## src/rtl/imem_arb_pkg.sv

```systemverilog
// Shared types and defaults for the instruction-memory arbiter.
// Holds the arbiter state enum, default widths and the burst-count width.
package imem_arb_pkg;

    typedef enum logic [1:0] {
        S_FETCH = 2'd0,
        S_LOAD  = 2'd1,
        S_YIELD = 2'd2
    } arb_state_t;

    localparam int ADDR_W_DEF         = 30;
    localparam int DATA_W_DEF         = 32;
    localparam int MEM_DEPTH_DEF      = 1024;
    localparam int LOAD_BURST_MAX_DEF = 4;

    // Width needed to hold a burst count of 0..max inclusive.
    function automatic int cnt_w(input int max);
        return $clog2(max + 1);
    endfunction

    localparam int CNT_W_DEF = cnt_w(LOAD_BURST_MAX_DEF);

endpackage

```

## src/rtl/imem_arb_burst_ctr.sv

```systemverilog
// Saturating count of consecutive loader grants.
// Ports: clk, reset (async high), clr, inc -> cnt, at_max.
// clr together with inc starts a new burst at 1.
module imem_arb_burst_ctr
    import imem_arb_pkg::*;
#(
    parameter int MAX = LOAD_BURST_MAX_DEF,
    parameter int W   = cnt_w(MAX)
) (
    input  logic         clk,
    input  logic         reset,
    input  logic         clr,
    input  logic         inc,
    output logic [W-1:0] cnt,
    output logic         at_max
);

    assign at_max = (cnt == W'(MAX));

    always_ff @(posedge clk or posedge reset) begin
        if (reset) begin
            cnt <= '0;
        end else if (clr && inc) begin
            cnt <= W'(1);
        end else if (clr) begin
            cnt <= '0;
        end else if (inc && !at_max) begin
            cnt <= cnt + W'(1);
        end
    end

endmodule

```

## src/rtl/imem_arbiter.sv

```systemverilog
// Arbitrates the single sync-read instruction memory between fetch
// (reads) and the program loader (writes), one access per cycle.
// Ports: fetch_req/addr -> fetch_gnt/valid/data, stall;
//        load_req/addr/data -> load_gnt;
//        mem_en/we/addr/wdata, mem_rdata; addr_err.
// Loader bursts are cut after LOAD_BURST_MAX grants when fetch waits.
// Optional macro IMEM_ARB_ADDR_CHECK_EN: out-of-range addresses are
// flagged on addr_err instead of wrapping into the memory.
module imem_arbiter
    import imem_arb_pkg::*;
#(
    parameter int ADDR_W         = ADDR_W_DEF,
    parameter int DATA_W         = DATA_W_DEF,
    parameter int MEM_DEPTH      = MEM_DEPTH_DEF,
    parameter int LOAD_BURST_MAX = LOAD_BURST_MAX_DEF
) (
    input  logic              clk,
    input  logic              reset,
    input  logic              fetch_req,
    input  logic [ADDR_W-1:0] fetch_addr,
    output logic              fetch_gnt,
    output logic              fetch_valid,
    output logic [DATA_W-1:0] fetch_data,
    input  logic              load_req,
    input  logic [ADDR_W-1:0] load_addr,
    input  logic [DATA_W-1:0] load_data,
    output logic              load_gnt,
    output logic              mem_en,
    output logic              mem_we,
    output logic [ADDR_W-1:0] mem_addr,
    output logic [DATA_W-1:0] mem_wdata,
    input  logic [DATA_W-1:0] mem_rdata,
    output logic              stall,
    output logic              addr_err
);

    localparam int CNT_W = cnt_w(LOAD_BURST_MAX);

    arb_state_t       state;
    arb_state_t       state_nxt;
    logic             clr;
    logic             inc;
    logic             at_max;
    logic [CNT_W-1:0] cnt;
    logic             l_oor;
    logic [ADDR_W-1:0] f_map;
    logic [ADDR_W-1:0] l_map;

    imem_arb_burst_ctr #(
        .MAX (LOAD_BURST_MAX),
        .W   (CNT_W)
    ) u_ctr (
        .clk    (clk),
        .reset  (reset),
        .clr    (clr),
        .inc    (inc),
        .cnt    (cnt),
        .at_max (at_max)
    );

`ifdef IMEM_ARB_ADDR_CHECK_EN
    logic f_oor;
    logic f_oor_q;

    assign f_oor = (fetch_addr >= ADDR_W'(MEM_DEPTH));
    assign l_oor = (load_addr >= ADDR_W'(MEM_DEPTH));
    assign f_map = fetch_addr;
    assign l_map = load_addr;

    always_ff @(posedge clk or posedge reset) begin
        if (reset) begin
            f_oor_q <= 1'b0;
        end else begin
            f_oor_q <= fetch_gnt && f_oor;
        end
    end

    assign fetch_data = (fetch_valid && !f_oor_q) ? mem_rdata : '0;
    assign addr_err   = (load_gnt && l_oor) || (fetch_valid && f_oor_q);
`else
    localparam int IDX_W = $clog2(MEM_DEPTH);
    localparam logic [ADDR_W-1:0] IDX_MASK =
        ADDR_W'((64'd1 << IDX_W) - 64'd1);

    // Without the check, addresses wrap into the memory.
    assign l_oor = 1'b0;
    assign f_map = fetch_addr & IDX_MASK;
    assign l_map = load_addr & IDX_MASK;

    assign fetch_data = fetch_valid ? mem_rdata : '0;
    assign addr_err   = 1'b0;
`endif

    always_ff @(posedge clk or posedge reset) begin
        if (reset) begin
            state <= S_FETCH;
        end else begin
            state <= state_nxt;
        end
    end

    // Grants are gated by reset so every output drops immediately.
    always_comb begin
        state_nxt = state;
        fetch_gnt = 1'b0;
        load_gnt  = 1'b0;
        clr       = 1'b0;
        inc       = 1'b0;
        if (!reset) begin
            unique case (state)
                S_LOAD: begin
                    if (load_req && (!at_max || !fetch_req)) begin
                        load_gnt = 1'b1;
                        inc      = 1'b1;
                    end else if (load_req) begin
                        fetch_gnt = 1'b1;
                        clr       = 1'b1;
                        state_nxt = S_YIELD;
                    end else begin
                        fetch_gnt = fetch_req;
                        clr       = 1'b1;
                        state_nxt = S_FETCH;
                    end
                end
                default: begin
                    if (load_req) begin
                        load_gnt  = 1'b1;
                        clr       = 1'b1;
                        inc       = 1'b1;
                        state_nxt = S_LOAD;
                    end else begin
                        fetch_gnt = fetch_req;
                        clr       = 1'b1;
                        state_nxt = S_FETCH;
                    end
                end
            endcase
        end
    end

    always_comb begin
        mem_en    = 1'b0;
        mem_we    = 1'b0;
        mem_addr  = '0;
        mem_wdata = '0;
        if (load_gnt) begin
            mem_en    = !l_oor;
            mem_we    = !l_oor;
            mem_addr  = l_map;
            mem_wdata = load_data;
        end else if (fetch_gnt) begin
            mem_en   = 1'b1;
            mem_addr = f_map;
        end
    end

    assign stall = fetch_req && !fetch_gnt && !reset;

    always_ff @(posedge clk or posedge reset) begin
        if (reset) begin
            fetch_valid <= 1'b0;
        end else begin
            fetch_valid <= fetch_gnt;
        end
    end

endmodule

```

## config.mk

```make
export PLATFORM = sky130hd
export DESIGN_NAME = imem_arbiter
export DESIGN_NICKNAME = d
export VERILOG_FILES = /design/src/rtl/imem_arb_pkg.sv /design/src/rtl/imem_arb_burst_ctr.sv /design/src/rtl/imem_arbiter.sv
export SDC_FILE = /design/constraint.sdc
export NUM_CORES = 1
export LEC_CHECK = 0
export ABC_AREA = 1
export BUFFER_PORTS_ARGS = -buffer_cell sky130_fd_sc_hd__buf_2
export CORE_AREA = 2 2 88 90
export DETAILED_ROUTE_END_ITERATION = 7
export DIE_AREA = 0 0 90 92
export SLEW_MARGIN = 10
export SYNTH_ARGS = -nofsm -noshare
export SYNTH_HDL_FRONTEND = slang
export SYNTH_SLANG_ARGS = --single-unit
```

## constraint.sdc

```tcl
create_clock -name clk -period 4.5 [get_ports clk]
set_clock_uncertainty 0.15 [all_clocks]
set_input_delay 0.225 -clock clk [delete_from_list [all_inputs] [get_ports clk]]
set_output_delay 0.225 -clock clk [all_outputs]
set_load 0.005 [all_outputs]
```

==> key figures, run 1 <==
Power and ir drop
  – LEAKAGE: 1.74 nW
  – Pwr Density: 144 nW/um^2
  – Worst VDD drop: 0.0708 mV

Final layout
  – Final standard cell area without fillers: 2090 um^2
  – Final #Nets: 536
  – Post-layout util: 28.1%
  – Final std cells w/o fill: 506
  – Layout Area Growth over Synthesis: 70.1%
  – Antenna diode count: 0
  – Layout cell share with drive strength beyond 1: 45.3%

Drt
  – Vias: 1749
  – Detailed Route Iter0 Violations: 52
  – Number of remaining DRC errors: 0
  – Avg Vias per Cell: 3.46
  – Post-route ant nets: 0
  – Routed len/inst: 8.75 um
  – First-pass detailed-route iteration total: 4
  – Total Routed Length: 4.43 mm

STA
  – Final slew viol count: 0
  – Final critical delay including setup and external delays: 2.39 ns
  – Hold violation total from the final report: 0
  – Period utilisation layout: 53.0%
  – Number of setup violations in the final report: 0
  – Transition at the pin with the smallest max-transition slack: 0.904 ns
  – Sum of negative setup slack: 0 ns
  – FMAX: 419 MHz
  – Setup repair after global routing missed its margin: false
  – Worst setup slack after layout: 2.11 ns
  – Max-Slew Margin vs Limit: 39.7%

Clock tree
  – CTS Buffer Depth: 2
  – CTS tree: built
  – Clock insertion delay at the later pin of the skew report: 0.23 ns
  – H-tree lvl count: 1
  – Number of buffers inserted during clock tree synthesis: 3
  – Clock slew at reported path FFs: 0.03 ns
  – Clock sink count: 6
  – CTS root buffer: sky130_fd_sc_hd__clkbuf_8

Logic synthesis
  – Synth cell types: 19
  – Sequential-to-total area share from yosys stat: 12.2%
  – Average footprint of a synthesized cell: 5.06 um^2
  – Main area contributors after synthesis: sky130_fd_sc_hd__nand2_1 (23%), sky130_fd_sc_hd__inv_1 (22%), sky130_fd_sc_hd__buf_4 (14%)
  – Post-synth top flop: sky130_fd_sc_hd__dfrtp_1
  – Synthesis warning total: 0
  – Flops & latches, synth: 6
  – Number of cells produced by synthesis: 243
  – Post-synthesis instance area: 1230 um^2
  – Post-synth EDFFs: 0
  – Fraction of post-synthesis cell area in the top cell type by area: 22.6%
  – Fraction of registers with async set or reset after synthesis: 100%
  – Ranking of synthesized cells by instance count: sky130_fd_sc_hd__nand2_1 (74), sky130_fd_sc_hd__inv_1 (72), sky130_fd_sc_hd__nor2_1 (34)
  – Most frequently used cell type in the post-synthesis netlist: sky130_fd_sc_hd__nand2_1
  – Library cell occupying the most area in the post-synthesis netlist: sky130_fd_sc_hd__nand2_1

Setup path
  – CP Max Fanout: 34
  – Data required time of the critical path: 4.12 ns
  – Critical path type: in -> out
  – Arrival time reported for the critical path endpoint: 2.01 ns
  – Critical path launch point type: input port
  – Type of destination of the critical path: output pin

Placed design
  – Gp weighted congestion: 0.835
  – Pre-CTS worst setup slack: 2.44 ns
  – DP Area: 2040 um^2
  – Quantity of I/O buffers inserted on ports: 167
  – HPWL after DPL: 3.82 mm
  – Placed cell count: 502

GRT
  – Maximum number of pins on one net before global-route repair: 35
  – Initial antenna violation count: 0
  – Global-route wire length before repair: 7.15 mm
  – Number of global-route vias before repair: 1628
  – Total overflow reported by the global router: 0
  – Gr usage total: 10.0%

Job
  – Number of maximum-capacitance constraint violations: 0

Die
  – Chip height: 92 um
  – Die footprint: 8280 um^2
  – Horizontal die dimension: 90 um
  – Initial Util: 16.5%
  – Area of the placeable core: 7450 um^2
  – # rows: 32
  – Top-level port count: 229

Min path
  – Tightest Hold Check Type: in -> reg

Outcome
  – Outcome: completed
-- area by class of cell --
| cell class | count | area, um^2 |
|---|---|---|
| timing repair buffer | 168 | 846 |
| multi-input combinational | 151 | 637 |
| tap | 102 | 128 |
| sequential | 6 | 150 |
| clock buffer | 3 | 41.3 |
| fill | 864 | 5360 |
| inverter | 76 | 288 |
-- flip-flops by register name, indices dropped and copies added, names as in the netlist --
register     cells
state            2
u_ctr.cnt        3
fetch_valid      1
-- worst max-delay path: stages --
cell	delay [ns]
sky130_fd_sc_hd__dlygate4sd3_1	0.54
sky130_fd_sc_hd__buf_2	0.15
sky130_fd_sc_hd__nor2_4	0.15
sky130_fd_sc_hd__inv_2	0.07
sky130_fd_sc_hd__nor2_4	0.32
sky130_fd_sc_hd__inv_4	0.20
sky130_fd_sc_hd__nor2_1	0.21
sky130_fd_sc_hd__buf_2	0.15
-- worst paths after layout --
path	cells after the start	endpoint	slack, ns	startpoint
min in group asynchronous	3	u_ctr.cnt[2]	0.41	reset
worst max-delay path	8	mem_wdata[31]	2.11	reset
worst max register to register	7	u_ctr.cnt[0]	2.92	u_ctr.cnt[0]
worst min register to register	2	state[0]	0.35	state[0]
worst min-delay path	5	state[0]	0.24	load_req
max in group asynchronous	3	state[1]	3.52	reset
-- routing by layer --
metal	routed length [um]	global-route usage [%]	part of all wire [%]
met1	2000	13.2	45
met2	2130	17.3	48
met3	296	2.71	6.7
met5	0	0	0
met4	0	0.513	0
-- layout by cell type, fill, tap and decap left out --
cell type	netlist	layout
sky130_fd_sc_hd__o22ai_1	1	1
sky130_fd_sc_hd__nand4_1	1	1
sky130_fd_sc_hd__inv_4	1	1
sky130_fd_sc_hd__dlygate4sd3_1	0	1
sky130_fd_sc_hd__ha_1	2	2
sky130_fd_sc_hd__nand2_2	4	4
sky130_fd_sc_hd__a21oi_1	1	1
sky130_fd_sc_hd__dfrtp_1	6	6
sky130_fd_sc_hd__buf_2	0	167
sky130_fd_sc_hd__inv_1	72	72
sky130_fd_sc_hd__nand2_1	74	74
sky130_fd_sc_hd__nor2_2	3	3
sky130_fd_sc_hd__nor2_4	2	2
sky130_fd_sc_hd__inv_2	3	3
sky130_fd_sc_hd__xnor2_1	1	1
sky130_fd_sc_hd__nor2_1	34	34
sky130_fd_sc_hd__clkbuf_8	0	3
sky130_fd_sc_hd__conb_1	1	21
sky130_fd_sc_hd__nand3_1	7	7
-- cell families after synthesis --
group	after synthesis	share of synthesized area (%)
AO/OA/AOI/OAI	2	0.916
XOR/XNOR	1	0.713
adder cells (fa/ha/maj)	2	2.04
buffers and inverters	106	42.1
flip-flops	6	12.2
other	1	0.305
AND/OR/NAND/NOR	125	41.8
-- what timing repair did --
action | CTS | global route
resized for setup | 0 | 0
endpoints found under the setup margin | 0 | 0
hold endpoints to repair | 6 | 0
buffers inserted | 0 | 0
hold buffers | 1 | 0
-- power breakdown --
group / switching (mW) / internal, mW
clock network: 0.0244 / 0.0576
logic: 0.0759 / 0.0705
registers: 0.0107 / 0.0618
-- stage by stage --
step                      hold slack [ns]  total power [mW]
final                               0.245             0.301
after global routing                0.284             0.329
after CTS                           0.251             0.304
after detailed placement           0.0981             0.219
after global placement             0.0922             0.215
after floorplan                   -0.0935             0.160
(Power assumes the default switching activity.)
==> inputs of run 2 (changes only) <==
--- a/config.mk
+++ b/config.mk
@@ -7,9 +7,9 @@
 export LEC_CHECK = 0
 export ABC_AREA = 1
 export BUFFER_PORTS_ARGS = -buffer_cell sky130_fd_sc_hd__buf_2
-export CORE_AREA = 2 2 88 90
+export CORE_AREA = 2 2 89 91
 export DETAILED_ROUTE_END_ITERATION = 7
-export DIE_AREA = 0 0 90 92
+export DIE_AREA = 0 0 91 93
 export SLEW_MARGIN = 10
 export SYNTH_ARGS = -nofsm -noshare
 export SYNTH_HDL_FRONTEND = slang
==> constraint.sdc (replaced) <==
create_clock -name clk -period 2 [get_ports clk]
set_clock_uncertainty 0.15 [all_clocks]
set_input_delay 0.1 -clock clk [delete_from_list [all_inputs] [get_ports clk]]
set_output_delay 0.1 -clock clk [all_outputs]
set_load 0.005 [all_outputs]
==> key figures, run 2 (synthesis results as in run 1) <==
Setup path
  – Critical path type: reg -> out
  – Crit-path cells: inv_1 > ha_1 > nand3_1 > nor2_2 > nor2_4 > buf_6 > nand2_1 > nand2_1 > buf_2
  – Type of destination of the critical path: output pin
  – Largest stage delay on the critical path: 0.37 ns
  – Reg2reg start: u_ctr.cnt[0]
  – Arrival time reported for the critical path endpoint: 1.62 ns
  – Worst Reg2Reg Path Length in Cells: 8
  – Data required time of the critical path: 1.75 ns
  – Most frequent cell on the critical path: sky130_fd_sc_hd__nand2_1
  – CP Max Fanout: 12
  – Capturing point of the worst reg2reg path: u_ctr.cnt[0]
  – Register-to-Register Setup Slack: 0.47 ns
  – Critical path launch point type: register
  – Critical path's slowest cell: sky130_fd_sc_hd__dfrtp_1

Clock tree
  – H-tree lvl count: 1
  – CTS root buffer: sky130_fd_sc_hd__clkbuf_8
  – Number of buffers inserted during clock tree synthesis: 3
  – Clock insertion delay at the later pin of the skew report: 0.22 ns
  – CTS tree: built
  – Clock slew at reported path FFs: 0.03 ns
  – Clock sink count: 6
  – CTS Buffer Depth: 2

Placed design
  – HPWL after DPL: 3.93 mm
  – Gp weighted congestion: 0.799
  – DP Area: 2050 um^2
  – Pre-CTS worst setup slack: 0.112 ns
  – Quantity of I/O buffers inserted on ports: 167

Drt
  – Post-route ant nets: 0
  – First-pass detailed-route iteration total: 4
  – Routed len/inst: 8.88 um
  – Detailed Route Iter0 Violations: 36
  – Avg Vias per Cell: 3.43
  – Number of remaining DRC errors: 0
  – Vias: 1750
  – Total Routed Length: 4.53 mm

Final layout
  – Top library cells by usage in the layout, fill and taps aside: sky130_fd_sc_hd__buf_2 (167), sky130_fd_sc_hd__nand2_1 (74), sky130_fd_sc_hd__inv_1 (72)
  – Most common library cell in the layout ignoring fill and taps: sky130_fd_sc_hd__buf_2
  – Number of flip-flops in the largest register: 3
  – Layout Area Growth over Synthesis: 73.4%
  – Biggest register: u_ctr.cnt
  – Layout filler cell count: 862
  – Antenna diode count: 0
  – Final standard cell area without fillers: 2130 um^2
  – Final #Nets: 540
  – Layout cell share with drive strength beyond 1: 45.8%
  – Post-layout util: 28.3%
  – Top Registers: u_ctr.cnt x3, state x2, fetch_valid x1

STA
  – Worst setup slack after layout: 0.129 ns
  – Sum of negative setup slack: 0 ns
  – FMAX: 534 MHz
  – Number of setup violations in the final report: 0
  – Final critical delay including setup and external delays: 1.87 ns
  – Period utilisation layout: 93.6%
  – Hold violation total from the final report: 0
  – Setup repair after global routing missed its margin: true
  – Final slew viol count: 0

Power and ir drop
  – LEAKAGE: 1.76 nW
  – Worst VDD drop: 0.155 mV
  – Pwr Density: 320 nW/um^2

Die
  – Top-level port count: 229
  – Initial Util: 16.3%
  – # rows: 32
  – Die footprint: 8460 um^2
  – Chip height: 93 um
  – Area of the placeable core: 7530 um^2
  – Horizontal die dimension: 91 um

GRT
  – Total overflow reported by the global router: 0
  – Global-route wire length before repair: 6.87 mm
  – Number of global-route vias before repair: 1563
  – Initial antenna violation count: 0
  – Maximum number of pins on one net before global-route repair: 35
  – Gr usage total: 9.58%

Min path
  – Cell depth of the worst min-delay path: 5
  – End point of the most critical hold path: state[0]
  – Hold Startpoint: load_req
  – Tightest Hold Check Type: in -> reg

Job
  – Number of maximum-capacitance constraint violations: 0

Outcome
  – Outcome: completed
-- run 2: cell types whose count changed in the layout (fill, tap and decap cells not counted) --
cell,before,now
sky130_fd_sc_hd__buf_4,0,3
sky130_fd_sc_hd__inv_2,3,2
sky130_fd_sc_hd__buf_6,0,1
sky130_fd_sc_hd__clkinv_4,0,1
sky130_fd_sc_hd__inv_6,0,1
sky130_fd_sc_hd__inv_4,1,0
-- run 2: worst max-delay path by stage --
stage / slack (ns) / depth (start not counted) / startpoint / endpoint
after global routing: -0.005 / 9 / u_ctr.cnt[0] / mem_addr[0]
after global placement: 0.13 / 8 / u_ctr.cnt[0] / mem_wdata[25]
final: 0.13 / 9 / u_ctr.cnt[0] / mem_addr[2]
after floorplan: 0.51 / 11 / u_ctr.cnt[0] / mem_addr[0]
after CTS: 0.03 / 11 / u_ctr.cnt[0] / mem_addr[1]
after detailed placement: 0.11 / 8 / u_ctr.cnt[0] / mem_wdata[28]
-- run 2: final cells by class --
cell class	count	area, um^2	area share (%)
tap	102	128	5.99
multi-input combinational	151	637	29.9
inverter	76	295	13.9
sequential	6	150	7.05
timing repair buffer	172	880	41.3
clock buffer	3	41.3	1.94
-- run 2: metal layers --
layer	GRT usage, %	vias up	wire length [um]
met5	0	-	0
met4	0.758	0	0
met3	2.18	0	259
met2	16.4	65	2200
met1	12.8	739	2070
li1	-	946	-
-- run 2: power breakdown --
part | leakage (nW) | internal (mW) | switching, mW
clock network | 0.0216 | 0.129 | 0.0491
registers | 0.0788 | 0.139 | 0.0164
logic | 1.66 | 0.165 | 0.183
-- run 2: repair_timing --
action | CTS | global route
cloned | 0 | 0
endpoints found under the hold margin | 6 | 0
resized for setup | 0 | 5
buffers inserted | 2 | 0
pin swaps | 1 | 1
setup endpoints to repair | 34 | 44
hold buffers | 1 | 0
-- run 2: critical path, delay by kind of cell (launching register included) --
kind                       cells  cell delay, ns
DFF                            1            0.37
adders and majority gates      1            0.22
and+or+nand+nor                5            0.47
buffers and inverters          3            0.34
-- run 2: metrics by stage --
| step | total power [mW] | hold slack, ns | instances |
|---|---|---|---|
| after floorplan | 0.360 | -0.218 | 263 |
| after global placement | 0.488 | -0.0979 | 504 |
| after detailed placement | 0.495 | -0.0934 | 504 |
| after CTS | 0.687 | 0.127 | 510 |
| after global routing | 0.751 | 0.164 | 510 |
| final | 0.682 | 0.128 | 510 |
